### config.mk
export PLATFORM = sky130hd
export DESIGN_NAME = inst_mem_loader
export DESIGN_NICKNAME = d
export VERILOG_FILES = /design/src/rtl/inst_mem_loader.sv
export SDC_FILE = /design/constraint.sdc
export NUM_CORES = 1
export LEC_CHECK = 0
export BUFFER_PORTS_ARGS = -buffer_cell sky130_fd_sc_hd__buf_2
export CAP_MARGIN = 20
export CORE_UTILIZATION = 47
export CTS_BUF_LIST = sky130_fd_sc_hd__clkbuf_16
export CTS_CLUSTER_DIAMETER = 30
export CTS_CLUSTER_SIZE = 10
export DETAILED_ROUTE_END_ITERATION = 10
export HOLD_SLACK_MARGIN = 0.12
export PLACE_DENSITY = 0.68
export SYNTH_ARGS = -nofsm -noshare
export SYNTH_HDL_FRONTEND = slang
export SYNTH_SLANG_ARGS = --single-unit
### constraint.sdc
create_clock -name clk -period 2.3 [get_ports clk]
set_input_delay 0.23 -clock clk [delete_from_list [all_inputs] [get_ports clk]]
set_output_delay 0.23 -clock clk [all_outputs]
set_load 0.05 [all_outputs]
### src/rtl/inst_mem_loader.sv
// Program-image loader: takes a framed byte stream (count, payload, checksum)
// and writes each payload byte into instruction memory while the CPU is held.
//
// Ports:
//   clk, rst            clock and asynchronous active-low reset
//   start               begin a load (honoured in IDLE, DONE or ERR)
//   in_data, in_valid   stream byte and its valid qualifier
//   in_ready            loader accepts a byte this cycle
//   mem_we, mem_addr,   registered byte write toward instruction memory
//   mem_wdata
//   cpu_hold            held high while a load is in progress
//   done                one-cycle pulse after a good checksum
//   error               sticky; set on oversize count or bad checksum
module inst_mem_loader #(
    parameter int ADDR_SIZE     = 32,
    parameter int MEM_SIZE      = 1024,
    parameter int MEM_CELL_SIZE = 8
) (
    input  logic                     clk,
    input  logic                     rst,
    input  logic                     start,
    input  logic [MEM_CELL_SIZE-1:0] in_data,
    input  logic                     in_valid,
    output logic                     in_ready,
    output logic                     mem_we,
    output logic [ADDR_SIZE-1:0]     mem_addr,
    output logic [MEM_CELL_SIZE-1:0] mem_wdata,
    output logic                     cpu_hold,
    output logic                     done,
    output logic                     error
);

    localparam int          IW        = $clog2(MEM_SIZE) + 1;
    localparam logic [15:0] MAX_WORDS = 16'(MEM_SIZE / 4);

    typedef enum logic [2:0] {
        S_IDLE,
        S_HDR_LO,
        S_HDR_HI,
        S_DATA,
        S_CSUM,
        S_DONE,
        S_ERR
    } state_t;

    state_t                   state_q, state_d;
    logic [15:0]              cnt_q, cnt_d;
    logic [IW-1:0]            idx_q, idx_d;
    logic [MEM_CELL_SIZE-1:0] csum_q, csum_d;
    logic                     we_q, we_d;
    logic [IW-1:0]            addr_q, addr_d;
    logic [MEM_CELL_SIZE-1:0] wdata_q, wdata_d;
    logic                     hold_q, hold_d;
    logic                     done_q, done_d;
    logic                     err_q, err_d;

    logic        xfer;
    logic [15:0] hdr_cnt;
    logic        last_byte;

    assign in_ready = (state_q == S_HDR_LO) || (state_q == S_HDR_HI) ||
                      (state_q == S_DATA)   || (state_q == S_CSUM);
    assign xfer     = in_valid & in_ready;

    // Full 16-bit count as it will look once the high byte is latched.
    assign hdr_cnt  = {8'(in_data), cnt_q[7:0]};

    // Current byte is the last payload byte when idx+1 == 4*N.
    assign last_byte = (32'(idx_q) + 32'd1) == {14'd0, cnt_q, 2'b00};

    always_comb begin
        state_d = state_q;
        cnt_d   = cnt_q;
        idx_d   = idx_q;
        csum_d  = csum_q;
        we_d    = 1'b0;
        addr_d  = addr_q;
        wdata_d = wdata_q;
        hold_d  = hold_q;
        done_d  = 1'b0;
        err_d   = err_q;
        unique case (state_q)
            S_IDLE, S_DONE, S_ERR: begin
                if (start) begin
                    state_d = S_HDR_LO;
                    err_d   = 1'b0;
                    csum_d  = '0;
                    idx_d   = '0;
                    hold_d  = 1'b1;
                end
            end
            S_HDR_LO: begin
                if (xfer) begin
                    cnt_d[7:0] = 8'(in_data);
                    state_d    = S_HDR_HI;
                end
            end
            S_HDR_HI: begin
                if (xfer) begin
                    cnt_d = hdr_cnt;
                    if (hdr_cnt > MAX_WORDS) begin
                        state_d = S_ERR;
                        err_d   = 1'b1;
                        hold_d  = 1'b0;
                    end else if (hdr_cnt == 16'd0) begin
                        state_d = S_CSUM;
                    end else begin
                        state_d = S_DATA;
                    end
                end
            end
            S_DATA: begin
                if (xfer) begin
                    we_d    = 1'b1;
                    addr_d  = idx_q;
                    wdata_d = in_data;
                    csum_d  = csum_q ^ in_data;
                    idx_d   = idx_q + IW'(1);
                    if (last_byte) begin
                        state_d = S_CSUM;
                    end
                end
            end
            S_CSUM: begin
                if (xfer) begin
                    hold_d = 1'b0;
                    if (in_data == csum_q) begin
                        state_d = S_DONE;
                        done_d  = 1'b1;
                    end else begin
                        state_d = S_ERR;
                        err_d   = 1'b1;
                    end
                end
            end
            default: state_d = S_IDLE;
        endcase
    end

    always_ff @(posedge clk or negedge rst) begin
        if (!rst) begin
            state_q <= S_IDLE;
            cnt_q   <= '0;
            idx_q   <= '0;
            csum_q  <= '0;
            we_q    <= 1'b0;
            addr_q  <= '0;
            wdata_q <= '0;
            hold_q  <= 1'b0;
            done_q  <= 1'b0;
            err_q   <= 1'b0;
        end else begin
            state_q <= state_d;
            cnt_q   <= cnt_d;
            idx_q   <= idx_d;
            csum_q  <= csum_d;
            we_q    <= we_d;
            addr_q  <= addr_d;
            wdata_q <= wdata_d;
            hold_q  <= hold_d;
            done_q  <= done_d;
            err_q   <= err_d;
        end
    end

    assign mem_we    = we_q;
    assign mem_addr  = ADDR_SIZE'(addr_q);
    assign mem_wdata = wdata_q;
    assign cpu_hold  = hold_q;
    assign done      = done_q;
    assign error     = err_q;

endmodule

==> flow_summary.yaml, run 1 <==
status:
  outcome: "complete, no violations"
detailed_routing:
  vias: 2764
  drtAntennaViolNets: 0
  viasPerCell: 5.40
  detail_route.wl_per_cell_um: 14.7
  drtPass1Iterations: 4
  drtIter0Drc: 151
  drc: 0
  drt-total-wl_mm: 7.54
grt:
  grt_pass1_vias: 2523
  overflow: 0
  grt_max_degree: 34
  grt_pass1_wl_mm: 12.7
  antenna_found_initial: 0
  grtUsageTotal_pct: 22.0
place:
  routabilityCongestion: 0.859
  dp.cells: 496
  numPortBuffers: 35
  hpwl_mm: 5.34
  place_ws_ns: 0.0921
  dpl_cell_area_mm2: 0.00366
yosys:
  synth_common_cells: "nand2_1 (76), dfrtp_1 (61), o21ai_0 (33)"
  yosys.area.top_type_share_pct: 44.5
  async_flop_share_pct: 100
  synth_edf_count: 0
  yosys.area_share.simple_pct: 22.1
  syn_inst: 375
  synthMuxAreaShare_pct: 6.82
  syn_area_per_cell_um2: 9.15
  netlist_area_mm2: 0.00343
  yosysSeqAreaShare_pct: 44.5
  synth_compound_area_share_pct: 13.6
  yosysMostFrequentCell: "nand2_1"
  synth_top_family_by_area: "simple AND/OR/NAND/NOR gates"
  yosysTopAreaCell: "dfrtp_1"
  ys_top_cells_by_area: "dfrtp_1 (45%), nand2_1 (8.3%), mux2_2 (6.2%)"
  synth-xor-area-share_pct: 5.11
  synth-seq-cells: 61
  synth_top_flop_cell: "dfrtp_1"
  synthAdderAreaFrac_pct: 0.365
  yosysWarnings: 0
  synth_cell_types: 55
cts:
  clk_path_buf_depth: 2
  cts_tree: "yes"
  h-tree-depth: 3
  clock-root-buffer: "clkbuf_16"
  cts_buffers: 9
  post-cts-setup-buffer-count: 0
  clock_latency_ns: 0.32
  clkTransAtPathRegs_ns: 0.05
  cts.sinks: 61
setup_path:
  cp-start-kind: "flip-flop"
  crit_arrival_ns: 2.33
  path_max_fanout: 2
  crit_type: "reg -> reg"
  cp-end-kind: "flip-flop"
  crit_required_ns: 2.50
power:
  peakVddDrop_uv: 671
  cellPowerDensity_mw_per_mm2: 1300
  p_leak_uw: 0.00184
layout:
  stdcell_count: 512
  layout-drive-gt1-share_pct: 20.9
  final_util_pct: 57.6
  area_growth_pct: 16.1
  design_area_mm2: 0.00398
  nFillCells: 656
  nNetsFinal: 425
  antenna_cells: 0
sta:
  max_slew.worst_pin.slew_ns: 0.718
  hold_viol_final: 0
  period_needed_ns: 2.13
  fin_skew_ns: 0.0101
  timing.final.crit_share_pct: 92.6
  timing.slew.headroom_pct: 52.2
  fmax_mhz: 469
  fin_tns_setup_ns: 0
  setup_viol: 0
  maxSlewViolCount: 0
  rsz0062_at_grt: "no"
  layout_setup_ws_ns: 0.170
floorplan:
  fp.dieH_um: 87.4
  fp.coreArea_mm2: 0.00691
  start_util_pct: 49.7
  dieArea_mm2: 0.00764
  ioPinCount: 57
  fp-row-count: 30
  fp.dieW_um: 87.4
min_path:
  worstHoldPathType: "in -> reg"
flow_run:
  maxCapViolCount: 0
flip-flops by register name, summed over array words and instances (netlist names):
name / cells
cnt_q: 16
csum_q: 8
state_q: 3
mem_we: 1
idx_q: 11
addr_q: 11
error: 1
cpu_hold: 1
done: 1
mem_wdata: 8
repair_timing:
item | 4_1_cts | 5_1_grt
setup endpoints to repair | 0 | 3
hold buffers | 1 | 0
gates resized for setup | 0 | 1
endpoints found under the hold margin | 28 | 0
cell usage in the layout, fill, tap and decap left out, types with 2 or more instances in the layout:
cell | netlist | final
and4_1 | 2 | 2
o21ai_0 | 33 | 33
buf_2 | 3 | 35
o31ai_1 | 2 | 2
nand2_1 | 76 | 76
nor3b_1 | 3 | 3
conb_1 | 1 | 21
buf_4 | 21 | 11
xor2_1 | 6 | 6
xnor2_1 | 14 | 14
nor4_1 | 2 | 2
a211o_1 | 2 | 2
nand3b_1 | 3 | 3
and3_1 | 2 | 2
a21o_1 | 2 | 2
nand2b_1 | 7 | 7
bufinv_16 | 0 | 2
nor2b_1 | 5 | 5
a22oi_1 | 2 | 2
mux2i_1 | 2 | 2
clkinv_1 | 1 | 3
a211oi_1 | 2 | 2
o31a_1 | 2 | 2
nor4b_1 | 3 | 3
nor2_1 | 19 | 19
dfrtp_1 | 61 | 61
nand4b_1 | 2 | 2
a31oi_1 | 4 | 4
mux2_2 | 19 | 19
inv_1 | 3 | 4
and2_1 | 2 | 2
nand3_1 | 5 | 5
a21oi_1 | 12 | 12
o221ai_1 | 2 | 2
nor3_1 | 3 | 3
clkbuf_16 | 0 | 9
nand4_1 | 11 | 11
stage by stage:
step,power (µW),hold WS [ns]
2_1_floorplan,3310,-0.0656
3_3_place_gp,3760,0.309
3_5_place_dp,3820,0.326
4_1_cts,5220,0.207
5_1_grt,5490,0.225
6_report,5180,0.214
per-layer routing:
metal / wire [µm] / global-route usage, % / share of wire, % / vias to the layer above
li1: - / - / - / 1341
met1: 3600 / 30.8 / 48 / 1355
met2: 3580 / 34.4 / 47 / 62
met3: 294 / 5.50 / 3.9 / 6
met4: 70 / 5.07 / 0.93 / 0
met5: 0 / 0 / 0 / -
report_power, final:
part	switching, µW	internal (µW)	leakage (µW)
clock	443	931	0.000152
combinational	1270	772	0.000902
sequential	351	1410	0.000791
total	2060	3120	0.00184
worst max-delay path, stage by stage (launching register included):
cell,delay [ns]
dfrtp_1,0.37
or4_1,0.55
nor4b_1,0.27
nand4_1,0.13
nor4b_1,0.26
nand4_1,0.17
o31a_1,0.26
kinds of logic (layout without fill, tap and decap cells):
logic type / Yosys count / in the layout
buffers and inverters: 46 / 67
multiplexers: 21 / 21
other: 1 / 21
adder cells (fa/ha/maj): 1 / 1
AND/OR/NAND/NOR: 152 / 152
flip-flops: 61 / 61
XOR/XNOR: 20 / 20
AO/OA/AOI/OAI: 73 / 73
area by class of cell:
type | count | area (µm²) | share of cell area (%)
clock buffer | 9 | 225 | 5.66
clock inverter | 6 | 80.1 | 2.01
inverter | 4 | 15.0 | 0.377
multi-input combinational | 288 | 1730 | 43.4
sequential | 61 | 1530 | 38.4
tap | 96 | 120 | 3.02
timing repair buffer | 48 | 288 | 7.23
final timing paths:
check | start | slack, ns | cells after the start | endpoint
setup / recovery | cnt_q[13] | 0.17 | 6 | state_q[1]
hold / removal | in_data[7] | 0.21 | 3 | mem_wdata[7]
setup reg to reg | cnt_q[13] | 0.17 | 6 | state_q[1]
hold reg to reg | addr_q[7] | 0.46 | 2 | addr_q[7]
max in group asynchronous | rst | 1.18 | 3 | cnt_q[12]
min in group asynchronous | rst | 0.51 | 2 | addr_q[7]
(Power assumes the default switching activity.)
==> run 2: changes to the inputs <==
--- a/config.mk
+++ b/config.mk
@@ -7,13 +7,14 @@
 export LEC_CHECK = 0
 export BUFFER_PORTS_ARGS = -buffer_cell sky130_fd_sc_hd__buf_2
 export CAP_MARGIN = 20
-export CORE_UTILIZATION = 47
+export CORE_UTILIZATION = 56
 export CTS_BUF_LIST = sky130_fd_sc_hd__clkbuf_16
 export CTS_CLUSTER_DIAMETER = 30
 export CTS_CLUSTER_SIZE = 10
 export DETAILED_ROUTE_END_ITERATION = 10
 export HOLD_SLACK_MARGIN = 0.12
-export PLACE_DENSITY = 0.68
+export PLACE_DENSITY = 0.79
+export RECOVER_POWER = 100
 export SYNTH_ARGS = -nofsm -noshare
 export SYNTH_HDL_FRONTEND = slang
 export SYNTH_SLANG_ARGS = --single-unit
==> flow_summary.yaml, run 2 (synthesis results as in run 1) <==
sta:
  period_needed_ns: 2.20
  fmax_mhz: 456
  timing.final.crit_share_pct: 95.4
  timing.slew.headroom_pct: -5.95
  fin_skew_ns: 0.00497
  max_slew.worst_pin.slew_ns: 1.59
  whs_ns: 0.191
  hold_viol_final: 0
  setup_viol: 0
  maxSlewViolCount: 28
  rsz0062_at_grt: "no"
grt:
  antenna_found_initial: 0
  grt_pass1_vias: 2677
  overflow: 0
  grtUsageTotal_pct: 26.4
  grt_pass1_wl_mm: 12.7
  busiest_layer: "met2"
  grtUsageMet3_pct: 4.66
  grt_max_degree: 38
  use_met1_pct: 32.7
  gr-usage-met2_pct: 44.2
cts:
  clkTransAtPathRegs_ns: 0.06
  cts_buffers: 9
  clock-root-buffer: "clkbuf_16"
  cts_tree: "yes"
  clk_path_buf_depth: 2
  clock_latency_ns: 0.33
  cts.sinks: 61
  h-tree-depth: 3
layout:
  top_register: "cnt_q"
  design_area_mm2: 0.00393
  mostFrequentLayoutCell: "nand2_1"
  nFillCells: 497
  largest_reg_flops: 16
  area_growth_pct: 14.4
  antenna_cells: 0
  stdcell_count: 495
  nNetsFinal: 428
  layout_common_cells: "nand2_1 (76), dfrtp_1 (61), o21ai_0 (33), clkbuf_1 (26), conb_1 (21)"
  reg_top3: "cnt_q (16), addr_q (11), idx_q (11)"
  multi_input_area_mm2: 0.00174
  layout-drive-gt1-share_pct: 16.2
  seqCellArea_mm2: 0.00153
status:
  violations: "max-capacitance violations, max-slew violations"
  outcome: "finished, violations left"
flow_run:
  maxCapViolCount: 1
power:
  cellPowerDensity_mw_per_mm2: 1290
  finalPower_uw: 5060
  peakVddDrop_uv: 865
  p_leak_uw: 0.00175
place:
  dpl_cell_area_mm2: 0.00365
  numPortBuffers: 35
  dp.cells: 477
  hpwl_mm: 5.31
  routabilityCongestion: 0.856
setup_path:
  cp-end-kind: "flip-flop"
  worst_r2r_path_depth: 6
  path_max_fanout: 2
  crit_required_ns: 2.51
  cp-start-kind: "flip-flop"
  crit_type: "reg -> reg"
  crit_arrival_ns: 2.41
min_path:
  holdPathStages: 3
  worstHoldPathType: "in -> reg"
detailed_routing:
  vias: 2841
  drtIter0Drc: 146
  viasPerCell: 5.74
  detail_route.wl_per_cell_um: 15.6
  drt-total-wl_mm: 7.72
  drtPass1Iterations: 4
  drc: 0
  drtAntennaViolNets: 0
floorplan:
  fp.coreArea_mm2: 0.00592
  start_util_pct: 57.9
  dieArea_mm2: 0.00644
  ioPinCount: 57
  fp-row-count: 28
  fp.dieW_um: 80.3
  fp.dieH_um: 80.3
-- run 2: cell count changes in the layout (fill, tap and decap cells not counted), sizes merged --
cell,delta
bufinv,-2
clkinv,+1
clkbuf,+28
buf,-25
inv,+2
-- run 2: repair_timing --
item	in CTS	in global routing
hold buffers	1	0
setup buffers	0	0
endpoints found under the setup margin	1	1
endpoints found under the hold margin	27	0
gates resized for setup	1	3
-- run 2: path summary, 6_finish.rpt --
path                            slack [ns]            to        from
max in group asynchronous             0.54     csum_q[7]         rst
worst min-delay path                  0.19  mem_wdata[7]  in_data[7]
min in group asynchronous             0.83     addr_q[6]         rst
worst min register to register        0.47     addr_q[1]   addr_q[1]
worst max-delay path                  0.10    state_q[1]   cnt_q[13]
worst max register to register        0.10    state_q[1]   cnt_q[13]
-- run 2: stage by stage --
stage,utilization [%],setup TNS (ns),setup WS (ns)
global placement,61.7,-0.0207,-0.0207
detailed placement,61.7,-0.0168,-0.0168
finish,66.3,0,0.105
global route,66.3,0,0.0240
CTS,66.7,0,0.0523
floorplan,-,0,0.271
-- run 2: worst max-delay path: stages (launching register included) --
cell	delay (ns)
dfrtp_1	0.38
or4_1	0.57
nor4b_1	0.26
nand4_1	0.16
nor4b_2	0.24
nand4_1	0.19
o31a_1	0.28
-- run 2: where the power goes --
| group | switching [µW] | leakage, µW | internal (µW) |
|---|---|---|---|
| sequential | 289 | 0.000791 | 1410 |
| clock | 519 | 0.000141 | 742 |
| combinational | 1340 | 0.000818 | 750 |
-- run 2: layout make-up --
class                   count  share of cell area (%)
inverters                   4                   0.383
flip-flops and latches     61                    38.9
well taps                  75                    2.39
clock buffers               9                    5.74
multi-input cells         288                    44.2
clock inverters             7                    1.47
repair buffers             51                    6.89
-- run 2: layer usage --
metal	wire, µm	part of all wire, %
met5	0	0
met4	165	2.1
met3	394	5.1
met2	3750	49
met1	3410	44
